<file path="src/rtl/ifu_fetch.sv">
// rtl/ifu_fetch.sv - instruction fetch unit: PC, single-outstanding imem requests, inst handshake
// Optional: define IFU_MISALIGN_CHECK_EN to trap misaligned redirect targets.
module ifu_fetch #(
    parameter logic [31:0] RESET_PC = 32'h8000_0000
) (
    input  logic        clk,
    input  logic        rst,
    output logic        imem_req_valid,
    input  logic        imem_req_ready,
    output logic [31:0] imem_req_addr,
    input  logic        imem_resp_valid,
    input  logic [31:0] imem_resp_data,
    input  logic        imem_resp_err,
    output logic        inst_valid,
    input  logic        inst_ready,
    output logic [31:0] inst,
    output logic [31:0] inst_pc,
    input  logic        redirect_valid,
    input  logic [31:0] redirect_pc,
    output logic        halt,
    output logic        fetch_err
);

    localparam logic [31:0] EBREAK = 32'h0010_0073;

    typedef enum logic [1:0] {
        S_REQ,
        S_WAIT,
        S_HOLD,
        S_HALT
    } state_t;

    state_t      state;
    logic [31:0] pc;
    logic        drop;
    logic [31:0] redir_target;
    logic        redir_bad;

`ifdef IFU_MISALIGN_CHECK_EN
    assign redir_target = redirect_pc;
    assign redir_bad    = redirect_valid && (redirect_pc[1:0] != 2'b00);
`else
    logic unused_redirect_lsb;
    assign unused_redirect_lsb = ^redirect_pc[1:0];
    assign redir_target        = {redirect_pc[31:2], 2'b00};
    assign redir_bad           = 1'b0;
`endif

    // Gated by rst so the async-reset REQ state does not present a request mid-reset.
    assign imem_req_valid = (state == S_REQ) && !rst;
    assign imem_req_addr  = pc;

    always_ff @(posedge clk or posedge rst) begin
        if (rst) begin
            state      <= S_REQ;
            pc         <= RESET_PC;
            drop       <= 1'b0;
            inst       <= 32'h0;
            inst_pc    <= 32'h0;
            inst_valid <= 1'b0;
            halt       <= 1'b0;
            fetch_err  <= 1'b0;
        end else begin
            case (state)
                S_REQ: begin
                    if (redir_bad) begin
                        fetch_err <= 1'b1;
                        state     <= S_HALT;
                    end else if (imem_req_ready) begin
                        state <= S_WAIT;
                        if (redirect_valid) begin
                            drop <= 1'b1;
                            pc   <= redir_target;
                        end
                    end else if (redirect_valid) begin
                        pc <= redir_target;
                    end
                end
                S_WAIT: begin
                    if (redir_bad) begin
                        fetch_err <= 1'b1;
                        state     <= S_HALT;
                    end else if (imem_resp_valid) begin
                        if (drop || redirect_valid) begin
                            drop  <= 1'b0;
                            state <= S_REQ;
                            if (redirect_valid) begin
                                pc <= redir_target;
                            end
                        end else if (imem_resp_err) begin
                            fetch_err <= 1'b1;
                            state     <= S_HALT;
                        end else begin
                            inst       <= imem_resp_data;
                            inst_pc    <= pc;
                            inst_valid <= 1'b1;
                            pc         <= pc + 32'd4;
                            state      <= S_HOLD;
                        end
                    end else if (redirect_valid) begin
                        drop <= 1'b1;
                        pc   <= redir_target;
                    end
                end
                S_HOLD: begin
                    // A consumed ebreak halts even if a redirect arrives in the same cycle.
                    if (inst_ready && (inst == EBREAK)) begin
                        inst_valid <= 1'b0;
                        halt       <= 1'b1;
                        state      <= S_HALT;
                    end else if (redir_bad) begin
                        inst_valid <= 1'b0;
                        fetch_err  <= 1'b1;
                        state      <= S_HALT;
                    end else if (redirect_valid) begin
                        inst_valid <= 1'b0;
                        pc         <= redir_target;
                        state      <= S_REQ;
                    end else if (inst_ready) begin
                        inst_valid <= 1'b0;
                        state      <= S_REQ;
                    end
                end
                default: begin
                    state <= S_HALT;
                end
            endcase
        end
    end

endmodule

</file>
<file path="config.mk">
export PLATFORM = sky130hd
export DESIGN_NAME = ifu_fetch
export DESIGN_NICKNAME = d
export VERILOG_FILES = /design/src/rtl/ifu_fetch.sv
export SDC_FILE = /design/constraint.sdc
export NUM_CORES = 1
export LEC_CHECK = 0
export CORE_UTILIZATION = 45
export CTS_CLUSTER_DIAMETER = 30
export CTS_CLUSTER_SIZE = 8
export DETAILED_ROUTE_END_ITERATION = 7
export HOLD_SLACK_MARGIN = 0.1
export PLACE_DENSITY = 0.79
export SYNTH_ARGS = -nofsm -noshare
export SYNTH_HDL_FRONTEND = slang
export SYNTH_SLANG_ARGS = --single-unit
</file>
<file path="constraint.sdc">
create_clock -name clk -period 5.3 [get_ports clk]
set_input_delay 0.795 -clock clk [delete_from_list [all_inputs] [get_ports clk]]
set_output_delay 0.795 -clock clk [all_outputs]
set_load 0.005 [all_outputs]
</file>
# ---- After elaboration in Yosys (flattened, before gate mapping)
# Index checks and enable logic that the tools add are counted.
dict set report totals {
  ff_bits 102
  in_bits 71
  output_inout_bits 100
}
dict set report op_classes {
  addsub 1
  n_eq_ne 11
  mux 26
  n_bitwise 2
  reduce_logical 15
}
# cell count
set op_table {}
lappend op_table {{$mux 32} 5}
lappend op_table {{$pmux 32 s3} 1}
lappend op_table {{$add 32x3->32 const B} 1}
lappend op_table {{$eq 32x21->1 const B} 1}
lappend op_table {{$mux 2} 6}
lappend op_table {{$mux 1} 11}
lappend op_table {{$ne 2x2->1 const B} 5}
lappend op_table {{$reduce_and 3->1} 3}
lappend op_table {{$ne 4x4->1 const B} 2}
lappend op_table {{$reduce_and 4->1} 2}
lappend op_table {{$pmux 2 s3} 1}
lappend op_table {{$reduce_and 5->1} 1}
lappend op_table {{$pmux 1 s2} 2}
lappend op_table {{$reduce_bool 2->1} 2}
lappend op_table {{$ne 3x3->1 const B} 1}
lappend op_table {{$reduce_bool 3->1} 1}
lappend op_table {{$eq 2x1->1 const B} 1}
lappend op_table {{$eq 2x2->1 const B} 1}
lappend op_table {{$logic_and 1x1->1} 2}
lappend op_table {{$logic_not 2->1} 1}
lappend op_table {{$not 1->1} 2}
lappend op_table {{$reduce_and 2->1} 1}
lappend op_table {{$logic_not 1->1} 1}
lappend op_table {{$logic_or 1x1->1} 1}

# ---- Depth between registers and ports, before layout
# Gate-level depths: netlist (run 1).
dict set report logic_depth {
  ltp_word 5
  depth_mapped 8
  ltp_nobuf 6
}

# ---- Worst setup path after synthesis (run 1)
# OpenSTA, ideal clock, no wires.
dict set report synth_path {
  path_type {input port to flip-flop}
  from {input port inst_ready}
  to {register pc[11], in the netlist imem_req_addr[11]}
  arrival_ps 2065
  required_ps 5177
  setup_slack_ps 3112
  path_stages 7
  n_path_buf 2
  path_cell_list {nor4bb_1 -> nand4_1 -> o31ai_1 -> buf_6 -> buf_12 -> a21oi_1 -> a2bb2oi_1}
}
dict set report synth_between {
  elab_chain_cells 3
}
# item line_no
set synth_lines {}
lappend synth_lines {{from (decl)} 15} ;# input logic inst_ready,
lappend synth_lines {{$logic_and 1x1->1} 107} ;# if (inst_ready && (inst == EBREAK)) begin
lappend synth_lines {{$ne 2x2->1 (no source line)} n/a}
lappend synth_lines {{$reduce_and 3->1 (no source line)} n/a}
lappend synth_lines {{to (signal assigned)} 97} ;# pc <= pc + 32'd4;
lappend synth_lines {{to (signal assigned)} 102} ;# pc <= redir_target;
lappend synth_lines {{to (signal assigned)} 117} ;# pc <= redir_target;
lappend synth_lines {{to (decl)} 34} ;# logic [31:0] pc;
# No other way between the ends.
# A chain may end at the register's enable or synchronous reset.

# ---- Final worst setup path (run 1)
dict set report layout_path {
  from {input port redirect_valid}
  to {register inst_pc[21]}
}
dict set report layout_between {
  elab_chain_cells 3
}
# item line_no
set layout_lines {}
lappend layout_lines {{from (decl)} 18} ;# input logic redirect_valid,
lappend layout_lines {{$logic_or 1x1->1} 84} ;# if (drop || redirect_valid) begin
lappend layout_lines {{$not 1->1 (no source line)} n/a}
lappend layout_lines {{$reduce_and 4->1 (no source line)} n/a}
lappend layout_lines {{to (signal assigned)} 95} ;# inst_pc <= pc;
lappend layout_lines {{to (decl)} 17} ;# output logic [31:0] inst_pc,
# No other way between the ends.

==> out/summary.txt, run 1 <==
Dpl hpwl - 10,800 µm
Final period utilization - 70.3%
Ys Warns - 0
Cells after Synth - 572
R2R Path Start - state[0]
PD cells - 521 nW/µm²
Leading cell types in the layout, fill and taps excluded - nand2_1, clkdlybuf4s50_1, dfrtp_1
Power share of the clock group - 18.3%
Seq/Total Area, Yosys - 50.0%
Max Fclk - 268 MHz
Antenna violations before repair - 0
GRT Residual Overflow - 0
Setup crit start kind - input pin
Sequential share of power - 40.7%
CP Max Fanout - 28
CORE AREA - 10,900 µm²
Average vias per placed instance - 5.69
Hold Slack - 0.466 ns
CTS Hold Bufs - 0
CP arrival - 4.02 ns
H-tree levels - 3
DP Cell Count - 853
Largest area contributor in the netlist - dfrtp_1
EDFF count, synth - 0
Post-CTS Setup Inserts - 0
DRC violations left - 0
CP endpoint kind - flop
Layout net count - 796
Fin cells - 869
Critical path class - in2reg
Vias in the first global route - 4,942
Number of placement rows - 38
Hold Fails Final Rpt - 0
Syn nets - 644
Post-synthesis cell type count - 66
Switch share - 35.5%
FFs w/ async S/R, synth - 100%
Post-cts gate resize count - 0
Initial Utilization - 46.7%
Unrepaired setup endpoints after global routing - false
Register cell area after layout - 2550 µm²
Clock transition at the registers of the reported paths - 0.07 ns
Comb pwr share - 41.0%
Seq cells post-synth - 102
Hold Crit Start - halt
Die Y - 108 µm
Internal power - 2.39 mW
N_diodes - 0
1st-iter DRT viols - 437
FF-to-FF setup slack - 2.36 ns
Worst hold path type - reg2reg
Footprint of the multi-input gates - 2310 µm²
Routed length per instance - 17.6 µm
Clock Latency Late Sink - 0.35 ns
Routed vias - 4,945
Drt total wl - 15,300 µm
Top Ports - 171
Num CTS Buffers - 9
Synthesized cell area - 5100 µm²
Pre-Repair DR Iteration Count - 7
Maxcap violations - 0
Period minus WS final - 3.73 ns
Global-route wire length before repair - 25,000 µm
CTS tree - built
Share of cells above drive strength 1 - 6.31%
Post-place instance area - 6800 µm²
Psw - 1.31 mW
Post-Syn Area per Cell - 8.92 µm²
Top cells by area, synth - dfrtp_1, nand2_1, nor2_1, nand3_1, a21oi_1
Die W - 108 µm
Die ar. - 11,800 µm²
Finished Core Util - 65.0%
Bufs on Longest Clock Path - 2
Yosys top cell area share - 49.5%
Setup tns final - 0 ns
Leak - 3.10 nW
Max-slew headroom - 33.0%
Pin count of the biggest net entering global routing - 84
Fillers - 902
Setup Skew - 0.00770 ns
DRT antenna net count - 0
Total GRT Usage - 27.7%
Slew @ Worst Pin - 1.00 ns
Area grow syn2layout - 39.2%
Pre-CTS WS - 1.30 ns
RD Place Congestion - 0.937
Commonest non-fill, non-tap cell in the layout - nand2_1
CP startpoint - redirect_valid
Clock net sink count - 102
Power Total - 3.70 mW
Root buf cell - clkbuf_16
Buffers added on ports - 168
Top_reg_cell synth - dfrtp_1
Max VDD drop - 0.276 mV
Outcome - complete, no violations
Slew Viols, Final - 0
Final Setup Violations - 0
Final instance area - 7100 µm²
Final WS setup - 1.57 ns
Data required, critical path - 5.59 ns
-- synthesized netlist by cell type (2+ instances only) --
master,n
nand2_1,209
dfrtp_1,101
nor2_1,24
nand3_1,17
a21oi_1,16
buf_2,16
nor3_1,14
a31oi_1,11
o22ai_1,11
nand4_1,10
o21ai_0,10
a2bb2oi_1,9
inv_1,9
clkbuf_1,8
nor4_1,8
o21ai_1,6
buf_6,5
a211o_1,4
nor3b_1,4
nor4bb_1,4
o221a_1,4
o31ai_1,4
a211oi_1,3
and2_1,3
and3_1,3
nand4_4,3
nor2_2,3
o21a_1,3
o22a_1,3
o31a_1,3
or3_1,3
a221o_1,2
a221oi_1,2
a31o_2,2
nand2b_1,2
nor3_2,2
or2_1,2
-- power by group through the flow --
stage / Clock [mW] / Combinational (mW) / Sequential (mW)
global placement: 0 / 1.48 / 1.49
floorplan: 0 / 0.685 / 1.43
CTS: 0.682 / 1.52 / 1.50
finish: 0.677 / 1.52 / 1.51
global route: 0.723 / 1.67 / 1.55
detailed placement: 0 / 1.51 / 1.51
-- flip-flops by register name, summed over array words and instances (netlist names) --
name / cells
imem_req_addr: 32
inst: 32
inst_pc: 32
state: 2
drop: 1
fetch_err: 1
halt: 1
inst_valid: 1
-- cells by family after synthesis --
kind of cell,Yosys count,synth area share [%]
flops,102,50.0
simple gates,322,29.9
buf+inv,43,5.05
compound gates,104,14.8
fa+ha+maj,1,0.245
-- layer usage --
metal  share of wire (%)  GRT usage, %  vias to the layer above
met5                   0             0                        -
met4                 2.1          10.9                        0
met3                 9.8          8.20                       26
met2                  47          43.1                      252
met1                  41          36.2                     2369
li1                    -             -                     2298
-- path summary, 6_finish.rpt --
| path | to | cells past startpoint |
|---|---|---|
| worst min register to register | halt | 1 |
| worst max register to register | imem_req_addr[23] | 7 |
| worst min-delay path | halt | 1 |
| max in group asynchronous | inst_pc[10] | 3 |
| worst max-delay path | inst_pc[21] | 7 |
| min in group asynchronous | inst[23] | 2 |
-- layout make-up --
| cell class | instances | area share, % |
|---|---|---|
| Sequential cell | 102 | 35.9 |
| Inverter | 10 | 0.564 |
| Clock buffer | 12 | 3.61 |
| Tap cell | 140 | 2.47 |
| Multi-Input combinational cell | 427 | 32.5 |
| Timing Repair Buffer | 174 | 24.3 |
| Clock inverter | 4 | 0.634 |
-- critical path, cell delays in order --
cell and delay (ns):
clkdlybuf4s50_1 0.91, nor2_1 0.49, nand2_1 0.48, nor2_4 0.76, buf_4 0.40, nand2_1 0.10
nand2_1 0.07
No activity file was read; power rests on OpenSTA's default activity.
==> run 2, diff against run 1 <==
Settings changed: CORE_UTILIZATION 45 to 42, PLACE_DENSITY 0.79 to 0.77.
Clock period 5.3 ns to 3.2 ns, I/O delays scaled along.
==> run 2 against run 1 <==
The run now ends with DRC left. Die area grew 7.0%. Register-to-register slack lost 1.5 ns. Power grew 68%. Sequential power grew 66%. First-iteration DRC count shrank 27%. Worst hold slack gained 0.010 ns. Cell area grew 1.5%. Setup slack lost 0.66 ns. Flip-flop and latch count is the same. Critical path type is now reg2reg. Critical endpoint is now imem_req_addr[28]. Largest cell class unchanged. Highest routed layer unchanged.
==> out/summary.txt, run 2 (synthesis results as in run 1) <==
Worst r2r dst - imem_req_addr[28]
Slowest-stage cell, CP - dfrtp_1
Maxcap violations - 0
N_diodes - 0
Final instance area - 7210 µm²
Clock net sink count - 102
Setup tns final - 0 ns
Leading cell types in the layout, fill and taps excluded - nand2_1, clkdlybuf4s50_1, dfrtp_1
Die ar. - 12,600 µm²
Max VDD drop - 0.455 mV
Antenna violations before repair - 0
Delay of the slowest critical-path stage - 0.53 ns
Post-cts gate resize count - 0
CP Max Fanout - 9
Global-route wire length before repair - 24,800 µm
Die Y - 112 µm
Worst hold path type - reg2reg
Commonest non-fill, non-tap cell in the layout - nand2_1
H-tree levels - 3
Die W - 112 µm
Setup crit start kind - flop
DP Cell Count - 863
Data required, critical path - 3.44 ns
Dpl hpwl - 11,100 µm
CP endpoint kind - flop
Pre-CTS WS - 0.637 ns
Hold Fails Final Rpt - 0
Routing usage on met1 - 30.8%
Average vias per placed instance - 5.59
Unrepaired setup endpoints after global routing - false
Root buf cell - clkbuf_16
DRC violations left - 6
Buffers added on ports - 168
GRT Max-Usage Layer - met2
RD Place Congestion - 0.897
Fillers - 963
Hold Crit Start - inst_pc[17]
1st-iter DRT viols - 318
Num CTS Buffers - 9
Pin count of the biggest net entering global routing - 55
Drt total wl - 15,300 µm
R2R cell count - 6
Setup Skew - 0.00575 ns
Critical path class - reg2reg
Number of placement rows - 39
Max-slew headroom - 49.3%
Violated checks - DRC
Clock Latency Late Sink - 0.34 ns
Critical-path cell list - ha_1 -> nand3_1 -> nor2_2 -> nand3_1 -> a211o_1 -> a22o_1
Finished Core Util - 62.1%
DRT antenna net count - 0
Slew @ Worst Pin - 0.755 ns
Share of cells above drive strength 1 - 7.34%
Layout net count - 803
Routed vias - 4,912
WHS Endpoint - inst_pc[17]
Final WS setup - 0.909 ns
Post-CTS Setup Inserts - 0
CP arrival - 2.53 ns
Final period utilization - 71.6%
R2R Path Start - imem_req_addr[2]
Outcome - finished, violations left
Fin cells - 879
Pre-Repair DR Iteration Count - 7
Most repeated library cell on the critical path - nand3_1
Period minus WS final - 2.29 ns
PD cells - 864 nW/µm²
Vias in the first global route - 4,889
Hold Slack - 0.476 ns
CTS tree - built
Total GRT Usage - 25.0%
Top Ports - 171
Hold path cells - 2
Clock transition at the registers of the reported paths - 0.07 ns
Power Total - 6.23 mW
Slew Viols, Final - 0
CTS Hold Bufs - 0
Initial Utilization - 43.9%
Routed length per instance - 17.4 µm
Bufs on Longest Clock Path - 2
Max Fclk - 436 MHz
FF-to-FF setup slack - 0.91 ns
Final Setup Violations - 0
GRT Residual Overflow - 0
Post-place instance area - 6880 µm²
Leak - 3.14 nW
GR Util met2 - 42.1%
Grt met3 use - 7.67%
CORE AREA - 11,600 µm²
Area grow syn2layout - 41.2%
-- run 2: cell count changes in the layout (fill, tap and decap cells not counted), sizes merged --
cell      previous run  this run
buf                  6        13
bufinv               1         2
clkinvlp             0         2
clkinv               3         2
clkbuf              12        10
-- run 2: worst max-delay path by stage --
stage | startpoint | endpoint | cells after the start
2_1_floorplan | rst | drop | 1
3_3_place_gp | inst_ready | imem_req_addr[20] | 6
3_5_place_dp | inst_ready | imem_req_addr[17] | 7
4_1_cts | state[0] | imem_req_addr[17] | 6
5_1_grt | imem_req_addr[2] | imem_req_addr[28] | 6
6_report | imem_req_addr[2] | imem_req_addr[28] | 6
-- run 2: layer usage --
layer,vias up,wire length [µm]
met3,15,1410
li1,2327,-
met5,-,0
met4,0,201
met1,2365,6440
met2,205,7280
-- run 2: power by group --
group	switching [mW]	internal, mW	total, mW	leakage, nW
logic	1.05	1.49	2.54	1.74
registers	0.653	1.85	2.50	1.25
clock network	0.481	0.704	1.19	0.154
total	2.19	4.04	6.23	3.14
-- run 2: layout make-up --
class                   instances  area (µm²)  share of cell area [%]
repair buffers                181        1800                    25.0
clock inverters                 6        85.1                    1.18
inverters                      10        40.0                   0.555
well taps                     143         179                    2.48
flip-flops and latches        102        2550                    35.4
multi-input cells             427        2310                    32.0
clock buffers                  10         239                    3.32
-- run 2: critical path, delay by kind of cell, from the launching register on --
kind                       cells  cell delay, ns
AOI/OAI and AO/OA              2            0.51
adders and majority gates      1            0.26
DFF                            1            0.53
and+or+nand+nor                3            0.89
==> run 3, diff against run 2 <==
Clock period 3.2 ns to 2 ns, I/O delays scaled along.
==> run 3 against run 2 <==
The run still ends with DRC left. Worst hold slack worse by 0.0027 ns. Cell area up 9.9%. Non-clock buffer count up 79. Register-to-register slack worse by 0.86 ns. Combinational power up 100%. Wire length up 7.8%. Fmax up 17%. Core utilization up 6.1 points. Flip-flop and latch count unchanged. Clock power up 40%. Critical path depth up 2.
==> out/summary.txt, run 3 (synthesis results as in run 1) <==
Register cell area after layout - 2550 µm²
Post-place instance area - 7510 µm²
RD Place Congestion - 0.895
Outcome - finished, violations left
CORE AREA - 11,600 µm²
Num CTS Buffers - 9
Dpl hpwl - 12,500 µm
Most repeated library cell on the critical path - buf_4
Sequential share of power - 35.5%
Slew @ Worst Pin - 0.400 ns
Leak - 3.56 nW
Internal power - 6.83 mW
Drt total wl - 16,500 µm
Total GRT Usage - 26.8%
CP endpoint kind - flop
1st-iter DRT viols - 322
Violated checks - DRC
Max VDD drop - 0.829 mV
Comb pwr share - 48.8%
CP Max Fanout - 8
Psw - 3.80 mW
Leading cell types in the layout, fill and taps excluded - nand2_1, clkdlybuf4s50_1, dfrtp_1
Delay of the slowest critical-path stage - 0.39 ns
Critical path class - reg2reg
Power share of the clock group - 15.7%
Root buf cell - clkbuf_16
Routed vias - 5,254
Unrepaired setup endpoints after global routing - true
Fillers - 935
Footprint of the multi-input gates - 2390 µm²
Layout net count - 882
Pre-CTS WS - -0.325 ns
Max-slew headroom - 73.1%
Final WS setup - 0.0463 ns
CTS tree - built
Vias in the first global route - 5,370
Slowest-stage cell, CP - dfrtp_1
Critical-path cell list - nor4bb_1 -> buf_4 -> nand4_1 -> o31ai_2 -> buf_4 -> buf_6 -> nor3_1 -> o22a_1
Area grow syn2layout - 55.2%
Period minus WS final - 1.95 ns
Antenna violations before repair - 0
Initial Utilization - 43.9%
Worst Path Buf+Inv - 3
Die W - 112 µm
CP arrival - 2.18 ns
PD cells - 1340 nW/µm²
Number of placement rows - 39
Global-route wire length before repair - 26,700 µm
DRC violations left - 6
Commonest non-fill, non-tap cell in the layout - nand2_1
Power Total - 10.6 mW
Final instance area - 7920 µm²
Maxcap violations - 0
Critical path's top delay family - buffers and inverters
Average vias per placed instance - 5.48
Final Setup Violations - 0
Clock Latency Late Sink - 0.34 ns
Final period utilization - 97.7%
Setup crit start kind - flop
N_diodes - 0
Worst hold path type - reg2reg
Max Fclk - 512 MHz
Data required, critical path - 2.23 ns
Pre-Repair DR Iteration Count - 7
Share of cells above drive strength 1 - 17.8%
Slew Viols, Final - 0
Top Ports - 171
Clock net sink count - 102
Buffers added on ports - 168
H-tree levels - 3
Die ar. - 12,600 µm²
DRT antenna net count - 0
Hold Fails Final Rpt - 0
Pin count of the biggest net entering global routing - 52
Routed length per instance - 17.3 µm
Bufs on Longest Clock Path - 2
Switch share - 35.8%
GRT Residual Overflow - 0
Setup Skew - 0.00899 ns
Die Y - 112 µm
Clock transition at the registers of the reported paths - 0.07 ns
-- run 3: area by class of cell --
class	instances	area share [%]
sequential	102	32.3
tap	143	2.26
inverter	10	0.521
multi-input combinational	427	30.2
timing repair buffer	260	31.3
clock inverter	6	0.553
clock buffer	10	2.89
-- run 3: worst reg2reg max path, cell delays in order, from the launching register on --
cell      delay, ns
dfrtp_1        0.39
nor4bb_1       0.32
buf_4          0.18
nand4_1        0.15
o31ai_2        0.26
buf_4          0.22
buf_6          0.12
nor3_1         0.04
o22a_1         0.17
-- run 3: stage by stage --
stage	hold slack [ns]	setup TNS, ns	util, %	instances
floorplan	0.405	0	-	572
global placement	0.456	-5.02	64.7	936
detailed placement	0.461	-7.35	64.7	936
CTS	0.475	0	67.3	953
global route	0.484	-0.373	68.2	958
finish	0.474	0	68.2	958
-- run 3: worst paths after layout --
kind | from | end | slack, ns | cells after the start
worst max-delay path | inst[2] | imem_req_addr[10] | 0.05 | 8
worst min-delay path | inst_pc[29] | inst_pc[29] | 0.47 | 2
worst max register to register | inst[2] | imem_req_addr[10] | 0.05 | 8
worst min register to register | inst_pc[29] | inst_pc[29] | 0.47 | 2
max in group asynchronous | rst | inst[31] | 1.17 | 4
min in group asynchronous | rst | inst_pc[9] | 0.54 | 4
-- run 3: power by group through the flow --
| stage | clock (mW) | combinational [mW] | sequential [mW] |
|---|---|---|---|
| after floorplan | 0 | 1.82 | 3.79 |
| after global placement | 0 | 4.87 | 3.69 |
| after detailed placement | 0 | 4.98 | 3.74 |
| after CTS | 1.69 | 5.06 | 3.73 |
| after global routing | 1.77 | 5.62 | 3.88 |
| final | 1.67 | 5.19 | 3.77 |
-- run 3: per-layer routing --
metal	wire length [µm]	vias up	GRT usage [%]
li1	-	2479	-
met1	6670	2498	32.7
met2	8010	246	46.0
met3	1440	31	7.72
met4	404	0	8.27
met5	0	-	0
-- run 3: what timing repair did --
item / 4_1_cts / 5_1_grt
resized for setup: 5 / 13
endpoints found under the setup margin: 19 / 24
setup buffers: 1 / 5
hold buffers: 0 / 0
pin swaps: 2 / 5
